### config.mk
export PLATFORM = sky130hd
export DESIGN_NAME = parity_gen
export DESIGN_NICKNAME = d
export VERILOG_FILES = /design/src/rtl/parity_pkg.sv /design/src/rtl/skid_buf.sv /design/src/rtl/parity_gen.sv
export SDC_FILE = /design/constraint.sdc
export NUM_CORES = 1
export LEC_CHECK = 0
export BUFFER_PORTS_ARGS = -buffer_cell sky130_fd_sc_hd__buf_2
export CAP_MARGIN = 20
export CORE_ASPECT_RATIO = 0.5
export CORE_MARGIN = 1.5
export CORE_UTILIZATION = 55
export CTS_BUF_LIST = sky130_fd_sc_hd__clkbuf_8
export DETAILED_ROUTE_END_ITERATION = 7
export GPL_ROUTABILITY_DRIVEN = 0
export PLACE_DENSITY = 0.91
export SLEW_MARGIN = 20
export SYNTH_ARGS = -nofsm -noshare
export SYNTH_HDL_FRONTEND = slang
export SYNTH_SLANG_ARGS = --single-unit
### constraint.sdc
create_clock -name clk_i -period 2 [get_ports clk_i]
set_input_delay 0.1 -clock clk_i [delete_from_list [all_inputs] [get_ports clk_i]]
set_output_delay 0.1 -clock clk_i [all_outputs]
set_load 0.1 [all_outputs]
### src/rtl/parity_pkg.sv
// parity_pkg: shared parity-sense constants for the parity generator slice.
package parity_pkg;
    localparam logic PARITY_EVEN = 1'b0;
    localparam logic PARITY_ODD  = 1'b1;
endpackage

### src/rtl/skid_buf.sv
// skid_buf: two-entry valid/ready buffer (output register plus skid register)
// giving full throughput with a registered upstream ready.
module skid_buf
    import parity_pkg::*;
#(
    parameter int DATA_WIDTH = 8
) (
    input  logic                  clk_i,
    input  logic                  rst_n_i,
    input  logic                  vld_i,
    output logic                  rdy_o,
    input  logic [DATA_WIDTH-1:0] dat_i,
    output logic                  vld_o,
    input  logic                  rdy_i,
    output logic [DATA_WIDTH-1:0] dat_o
);
    logic                  r_vld, r_rdy, r_skid_vld;
    logic [DATA_WIDTH-1:0] r_dat, r_skid;
    logic                  w_acc, w_load, w_skid_nxt;

    assign w_acc      = vld_i & r_rdy;
    assign w_load     = ~r_vld | rdy_i;
    // The skid only fills when the output register is stuck; any load drains it.
    assign w_skid_nxt = ~w_load & (r_skid_vld | w_acc);

    always_ff @(posedge clk_i or negedge rst_n_i) begin
        if (!rst_n_i) begin
            r_vld      <= 1'b0;
            r_rdy      <= 1'b1;
            r_skid_vld <= 1'b0;
            r_dat      <= '0;
            r_skid     <= '0;
        end else begin
            if (w_load) begin
                r_vld <= r_skid_vld | w_acc;
                if (r_skid_vld)
                    r_dat <= r_skid;
                else if (w_acc)
                    r_dat <= dat_i;
            end
            if (!w_load && w_acc)
                r_skid <= dat_i;
            r_skid_vld <= w_skid_nxt;
            r_rdy      <= ~w_skid_nxt;
        end
    end

    assign rdy_o = r_rdy;
    assign vld_o = r_vld;
    assign dat_o = r_dat;
endmodule

### src/rtl/parity_gen.sv
// parity_gen: appends a parity bit to each accepted beat and forwards it through
// a skid buffer; supports one-shot parity corruption with a saturating count.
module parity_gen
    import parity_pkg::*;
#(
    parameter int   DATA_WIDTH = 8,
    parameter logic PARITY_ODD = PARITY_EVEN,
    parameter int   CNT_WIDTH  = 16
) (
    input  logic                  clk_i,
    input  logic                  rst_n_i,
    input  logic                  vld_i,
    output logic                  rdy_o,
    input  logic [DATA_WIDTH-1:0] dat_i,
    output logic                  vld_o,
    input  logic                  rdy_i,
    output logic [DATA_WIDTH-1:0] dat_o,
    output logic                  par_o,
    input  logic                  inj_arm_i,
    output logic                  inj_pend_o,
    output logic [CNT_WIDTH-1:0]  inj_cnt_o
);
    typedef struct packed {
        logic [DATA_WIDTH-1:0] data;
        logic                  par;
    } beat_t;

    beat_t                w_in, w_out;
    logic                 w_acc, w_inj;
    logic                 r_pend;
    logic [CNT_WIDTH-1:0] r_cnt;

    assign w_acc      = vld_i & rdy_o;
    assign w_inj      = w_acc & r_pend;
    assign w_in.data  = dat_i;
    assign w_in.par   = ^dat_i ^ PARITY_ODD ^ w_inj;

    skid_buf #(.DATA_WIDTH($bits(beat_t))) u_buf (
        .clk_i   (clk_i),
        .rst_n_i (rst_n_i),
        .vld_i   (vld_i),
        .rdy_o   (rdy_o),
        .dat_i   (w_in),
        .vld_o   (vld_o),
        .rdy_i   (rdy_i),
        .dat_o   (w_out)
    );

    // An arm arriving with the injecting beat re-arms for the following beat.
    always_ff @(posedge clk_i or negedge rst_n_i) begin
        if (!rst_n_i) begin
            r_pend <= 1'b0;
            r_cnt  <= '0;
        end else begin
            r_pend <= w_inj ? inj_arm_i : (r_pend | inj_arm_i);
            if (w_inj && r_cnt != '1)
                r_cnt <= r_cnt + CNT_WIDTH'(1);
        end
    end

    assign dat_o      = w_out.data;
    assign par_o      = w_out.par;
    assign inj_pend_o = r_pend;
    assign inj_cnt_o  = r_cnt;
endmodule
-- After elaboration in Yosys (flattened, before gate mapping)
Index checks and enable logic that the tools add are counted.
W data, S select, Z words.
- logic and storage cells: 28
- bits of input ports: 13
- bits in registers: 38
- equality and inequality tests: 1
- bitwise gates (word level): 10
- add/sub/neg operators: 1
- muxes and demuxes: 3
- reductions and logical operators: 6
- operators with widths (kind ; number):
    $mux W9 ; 2
    $add A16 B1 Y16 const B ; 1
    $ne A16 B16 Y1 const B ; 1
    $reduce_xor A8 Y1 ; 1
    $and A1 B1 Y1 ; 3
    $not A1 Y1 ; 3
    $or A1 B1 Y1 ; 3
    $logic_and A1 B1 Y1 ; 2
    $reduce_and A2 Y1 ; 1
    $reduce_bool A2 Y1 ; 1
    $logic_not A1 Y1 ; 1
    $mux W1 ; 1
    $xor A1 B1 Y1 ; 1

-- Logic depth before layout (Yosys ltp)
Gate-level depths: netlist (run 1).
- depth after elaboration: 5
- depth in mapped cells: 6

-- Cells and area by module
Synthesis (run 1) repeated with hierarchy kept, for this count alone.
- cells, all modules: 140
- area total of the unflattened synthesis: 1899.3 um^2
- by module, submodules not included (module ; instances ; cells an instance ; area each (um^2) ; sequential area each (um^2)):
    skid_buf ; 1 ; 57 ; 965.9 ; 526.8
    parity_gen ; 1 ; 83 ; 933.4 ; 425.4

-- Worst setup path before layout (run 1)
No wires, ideal clock.
- path kind: reg2reg
- start: reg r_cnt[0] (netlist: inj_cnt_o[0])
- end: reg r_cnt[14] (netlist: inj_cnt_o[14])
- cell stages (with the launch flop): 7
- data arrival time: 2327 ps
- path slack: -456 ps
- buffers on the path: 0
- path through: dfrtp_1 > ha_1 > and3_2 > nand2b_1 > or3_4 > nor2_2 > mux2_1
- longest elaborated chain between the ends: 2
- elaborated cells on any way between the ends: 3
- RTL lines (element ; RTL line ; text):
    start: declaration ; parity_gen.sv:31 ; logic [CNT_WIDTH-1:0] r_cnt;
    start signal: assignment ; parity_gen.sv:57 ; r_cnt <= r_cnt + CNT_WIDTH'(1);
    parallel branches: the longest is 2 deep, another holds $add A16 B1 Y16 ; - ;
Several ways; the timed one is not identified.
A chain may end at the register's enable or synchronous reset.

-- Final worst setup path (run 1)
- start: reg r_cnt[0] (netlist: inj_cnt_o[0])
- end: reg r_cnt[1] (netlist: inj_cnt_o[1])
Same word-level chain as after synthesis.

==> impl_metrics.py, run 1 <==
metrics = {
    "outcome": {
        "outcome": "complete, no violations",
    },
    "route": {
        "viasPerCell": 5.32,
        "wire_per_inst_um": 13.8,
        "drt_iter0_drc": 29,
        "vias": 1251,
        "drc": 0,
        "drt-pass1-iter-count": 4,
        "drt_wl_total_mm": 3.23,
        "ant_nets": 0,
    },
    "floorplan": {
        "dieHeight_um": 42.9,
        "start_util": 0.581,
        "core-area_um2": 3010,
        "ios": 41,
        "die_area_um2": 3550,
        "fp.dieW_um": 82.8,
        "placementRows": 14,
    },
    "critical_path": {
        "rr_worst_depth": 5,
        "crit_required_ns": 2.17,
        "worstPathArrival_ns": 2.06,
        "crit_type": "register to register",
        "cp-start-kind": "register",
        "cp-end-kind": "register",
        "critPathMaxFanout": 9,
    },
    "timing": {
        "setup_viol_count_final": 0,
        "post-route-period-util": 0.942,
        "fin_setup_tns_ns": 0,
        "slew_headroom": 0.464,
        "min_period_ns": 1.88,
        "rsz0062_at_grt": "false",
        "fin_worst_skew_ns": 0.00570,
        "whs_ns": 0.00502,
        "tightest_slew_ns": 0.803,
        "max_freq_mhz": 531,
        "slew_violations": 0,
        "hold_violations": 0,
        "postLayoutSetupSlackWorst_ns": 0.115,
    },
    "clock_network": {
        "cts_setup_buffers": 0,
        "root_buffer": "clkbuf_8",
        "path_clk_slew_ns": 0.07,
        "post_cts_resized": 0,
        "cts_tree": "yes",
        "cts_max_level": 2,
        "max-clock-path-buffers": 2,
        "cts_buffers": 5,
        "clock_sinks": 38,
        "clock_latency_ns": 0.29,
    },
    "placement": {
        "dpl_worst_slack_ns": 0.132,
        "dp_hpwl_mm": 2.43,
        "port_buffers": 40,
        "placed_area_um2": 2060,
    },
    "pwr": {
        "power.share.switching": 0.504,
        "power_density_nw_per_um2": 1420,
        "p_sw_mw": 1.54,
        "p_clk_frac": 0.159,
        "p_seq_frac": 0.370,
        "ir_drop_v": 0.000882,
        "power_mw": 3.05,
        "comb_power_share": 0.471,
        "p_leak_nw": 0.992,
        "p_int_mw": 1.51,
    },
    "synth": {
        "synth_seq_cells": 38,
        "yosysSeqAreaShare": 0.544,
        "yosysUniqueCellTypes": 29,
        "synthTopCellsByArea": "dfrtp_1 (53%), xnor2_1 (7.0%), mux2_2 (6.4%)",
        "syn-num-nets": 160,
        "syn_avg_cell_area_um2": 12.0,
        "synth_top_area_frac": 0.529,
        "synthesis.area_um2": 1750,
        "synthCells": 146,
        "ys_warn_count": 0,
        "synth_top_area_cell": "dfrtp_1",
    },
    "final_layout": {
        "layout_common_cells": "buf_2 (40), dfrtp_1 (22), xnor2_1 (14)",
        "fin_area_um2": 2150,
        "drive_gt1_frac": 0.436,
        "antennaDiodeCount": 0,
        "layout.nets": 208,
        "final_common_cell": "buf_2",
        "nFillCells": 214,
        "area_growth_pct": 22.5,
    },
    "hold_path": {
        "worst_hold_path_type": "primary input to register",
        "hold_depth": 2,
    },
    "run": {
        "maxCapViolCount": 0,
    },
    "global_route": {
        "grt_start_max_net_pins": 39,
        "grt_use_met3": 0.0875,
        "track_usage": 0.206,
        "grt-ovfl-total": 0,
        "grt_pass1_vias": 1223,
        "busiest_layer": "met2",
        "met1_usage": 0.225,
        "grt_pass1_wl_mm": 5.45,
        "antenna_found_initial": 0,
        "grt_use_met2": 0.367,
    },
}
-- layout make-up --
class                   instances  area [µm²]  area share
inverters                       4        15.0     0.00700
clock buffers                   5        68.8      0.0321
repair buffers                 43         225       0.105
well taps                      40        50.0      0.0233
flip-flops and latches         38         980       0.457
multi-input cells             102         796       0.371
clock inverters                 3        11.3     0.00525
-- registers in the layout (all words and copies together) (netlist names) --
name / count
u_buf.vld_o: 1
u_buf.r_skid: 9
inj_cnt_o: 16
u_buf.r_skid_vld: 1
inj_pend_o: 1
u_buf.rdy_o: 1
u_buf.dat_o: 9
-- logic make-up (layout without fill, tap and decap cells) --
logic type	count (synthesis)	count (layout)	share of synthesized area
multiplexers	20	20	0.122
adder cells (fa/ha/maj)	1	1	0.00714
XOR/XNOR	20	20	0.108
flip-flops	38	38	0.544
buffers and inverters	6	55	0.0143
AND/OR/NAND/NOR	47	47	0.146
AO/OA/AOI/OAI	14	14	0.0586
-- critical path, cell delays in order (launching register included) --
cell     delay (ns)
dfrtp_4        0.51
ha_4           0.17
and3_4         0.18
and2b_2        0.22
a41oi_4        0.34
mux2_4         0.34
-- stage by stage --
stage	cells	utilization
final	235	0.712
after global routing	235	0.712
after floorplan	146	-
after global placement	226	0.682
after detailed placement	226	0.682
after CTS	235	0.712
-- cells in the mapped netlist --
cell	number
nor2_1	11
or3_4	1
dfstp_2	1
nor3_1	5
dfrtp_1	37
nand2_4	1
and2b_1	1
xor2_1	5
xnor3_1	1
nand2_1	8
nand2b_1	4
nand4_1	4
mux2_1	1
mux2_2	10
nand3_1	5
a21o_1	1
nor2b_1	1
and4_4	1
nor2_2	2
nand3_2	1
o31ai_2	1
mux2i_1	9
ha_1	1
a41oi_4	1
buf_2	2
and3_2	2
a21oi_1	11
inv_1	4
xnor2_1	14
-- worst paths after layout --
kind | start | to | slack [ns]
worst max-delay path | inj_cnt_o[0] | inj_cnt_o[1] | 0.12
worst max register to register | inj_cnt_o[0] | inj_cnt_o[1] | 0.12
max in group asynchronous | rst_n_i | inj_cnt_o[0] | 0.97
worst min register to register | inj_cnt_o[6] | inj_cnt_o[6] | 0.48
min in group asynchronous | rst_n_i | u_buf.dat_o[2] | 0.43
worst min-delay path | inj_arm_i | inj_pend_o | 0.005
-- power groups by stage --
stage               clock network (mW)  registers, mW  logic, mW
global route                     0.522           1.15       1.50
CTS                              0.496           1.13       1.45
floorplan                            0           2.01      0.312
global placement                     0           1.12       1.41
finish                           0.485           1.13       1.44
detailed placement                   0           1.14       1.45
-- metal layers --
metal | up-vias | wire (µm) | part of all wire
li1 | 597 | - | -
met3 | 11 | 164 | 0.051
met4 | 0 | 80 | 0.025
met2 | 27 | 1670 | 0.52
met1 | 616 | 1320 | 0.41
met5 | - | 0 | 0
-- what timing repair did --
action	in CTS	in global routing
hold endpoints to repair	37	0
hold buffers	1	0
endpoints found under the setup margin	0	0
(Power assumes the default switching activity.)
==> run 2: changes to the inputs <==
--- a/config.mk
+++ b/config.mk
@@ -14,6 +14,7 @@
 export DETAILED_ROUTE_END_ITERATION = 7
 export GPL_ROUTABILITY_DRIVEN = 0
 export PLACE_DENSITY = 0.91
+export RECOVER_POWER = 100
 export SLEW_MARGIN = 20
 export SYNTH_ARGS = -nofsm -noshare
 export SYNTH_HDL_FRONTEND = slang
==> impl_metrics.py, run 2 (synthesis results as in run 1) <==
metrics = {
    "route": {
        "drt_wl_total_mm": 3.27,
        "ant_nets": 0,
        "viasPerCell": 5.27,
        "vias": 1239,
        "drt_iter0_drc": 44,
        "wire_per_inst_um": 13.9,
        "drt-pass1-iter-count": 4,
        "drc": 0,
    },
    "floorplan": {
        "core-area_um2": 3010,
        "placementRows": 14,
        "fp.dieW_um": 82.8,
        "ios": 41,
        "start_util": 0.581,
        "dieHeight_um": 42.9,
        "die_area_um2": 3550,
    },
    "critical_path": {
        "rr_worst_depth": 5,
        "crit_chain": "ha_4 -> and3_4 -> and2b_1 -> a41oi_4 -> mux2_1",
        "slowest_delay_ns": 0.52,
        "crit_type": "register to register",
        "cp-end-kind": "register",
        "critPathMaxFanout": 9,
        "worstPathArrival_ns": 2.07,
        "cp-start-kind": "register",
        "worstReg2RegStart": "inj_cnt_o[0]",
        "crit_required_ns": 2.17,
        "reg2reg_to": "inj_cnt_o[1]",
        "crit_start": "inj_cnt_o[0]",
        "reg2reg_setup_slack_ns": 0.10,
        "critPathSlowestCell": "dfrtp_4",
    },
    "timing": {
        "tightest_slew_ns": 1.20,
        "setup_viol_count_final": 0,
        "rsz0062_at_grt": "false",
        "fin_worst_skew_ns": 0.00546,
        "slew_violations": 0,
        "hold_violations": 0,
        "post-route-period-util": 0.948,
        "min_period_ns": 1.90,
        "slew_headroom": 0.205,
        "max_freq_mhz": 528,
        "whs_ns": 0.00997,
    },
    "final_layout": {
        "drive_gt1_frac": 0.277,
        "fin_util": 0.695,
        "final_common_cell": "clkbuf_1",
        "layout.nets": 208,
        "area_growth_pct": 19.5,
        "largest_register_ff_count": 16,
        "fin_area_um2": 2090,
        "nFillCells": 233,
        "antennaDiodeCount": 0,
        "layout_common_cells": "clkbuf_1 (26), dfrtp_1 (22), xnor2_1 (14)",
    },
    "placement": {
        "dp_hpwl_mm": 2.43,
        "port_buffers": 40,
        "placed_area_um2": 2060,
    },
    "clock_network": {
        "cts_setup_buffers": 0,
        "path_clk_slew_ns": 0.07,
        "max-clock-path-buffers": 2,
        "cts_tree": "yes",
        "cts_max_level": 2,
        "clock_latency_ns": 0.29,
        "cts_buffers": 5,
        "root_buffer": "clkbuf_8",
        "clock_sinks": 38,
    },
    "hold_path": {
        "hold_depth": 2,
        "hold_path.startpoint": "inj_arm_i",
        "worst_hold_path_type": "primary input to register",
        "worstHoldEndpoint": "inj_pend_o",
    },
    "pwr": {
        "power_density_nw_per_um2": 1430,
        "p_leak_nw": 0.903,
        "ir_drop_v": 0.000849,
    },
    "run": {
        "maxCapViolCount": 0,
    },
    "global_route": {
        "grt_pass1_wl_mm": 5.45,
        "antenna_found_initial": 0,
        "track_usage": 0.206,
        "grt_pass1_vias": 1223,
        "grt-ovfl-total": 0,
        "grt_start_max_net_pins": 39,
    },
    "outcome": {
        "outcome": "complete, no violations",
    },
}
run 2: cell type report:
class / instances / area [µm²] / area share
Clock buffer: 5 / 68.8 / 0.0329
Clock inverter: 3 / 11.3 / 0.00538
Inverter: 4 / 15.0 / 0.00717
Multi-Input combinational cell: 102 / 778 / 0.372
Sequential cell: 38 / 980 / 0.468
Tap cell: 40 / 50.0 / 0.0239
Timing Repair Buffer: 43 / 190 / 0.0909
run 2: how the worst max path moves through the flow:
stage / end / slack, ns / cells after the start
5_1_grt: u_buf.dat_o[0] / 0.03 / 5
3_5_place_dp: inj_cnt_o[1] / 0.13 / 5
4_1_cts: inj_cnt_o[1] / 0.12 / 5
6_report: inj_cnt_o[1] / 0.10 / 5
3_3_place_gp: inj_cnt_o[1] / 0.16 / 5
2_1_floorplan: inj_cnt_o[14] / -0.03 / 5
run 2: metrics by stage:
stage,instances,total power [mW],worst slack [ns],TNS [ns]
after floorplan,146,2.32,-0.0272,-0.0272
after global placement,226,2.53,0.164,0
after detailed placement,226,2.59,0.132,0
after CTS,235,3.07,0.117,0
after global routing,235,3.13,0.0257,0
final,235,3.00,0.104,0
run 2: power breakdown:
group | internal, mW | switching [mW] | leakage [nW]
registers | 0.974 | 0.158 | 0.439
clock network | 0.232 | 0.254 | 0.0519
logic | 0.258 | 1.13 | 0.412
run 2: worst max-delay path: cells and delay by family (launching register included):
family / cells / cell delay [ns]
compound gates: 1 / 0.35
fa+ha+maj: 1 / 0.17
flops: 1 / 0.52
mux: 1 / 0.37
simple gates: 2 / 0.38
run 2: routing by layer:
layer | global-route usage | up-vias | part of all wire
met2 | 0.367 | 27 | 0.51
met1 | 0.225 | 603 | 0.41
met3 | 0.0875 | 11 | 0.051
met5 | 0 | - | 0
li1 | - | 598 | -
met4 | 0.0700 | 0 | 0.024
run 2: timing repair:
item                                   4_1_cts  5_1_grt
gates resized for setup                      0        0
endpoints found under the hold margin       37        0
hold buffers                                 1        0
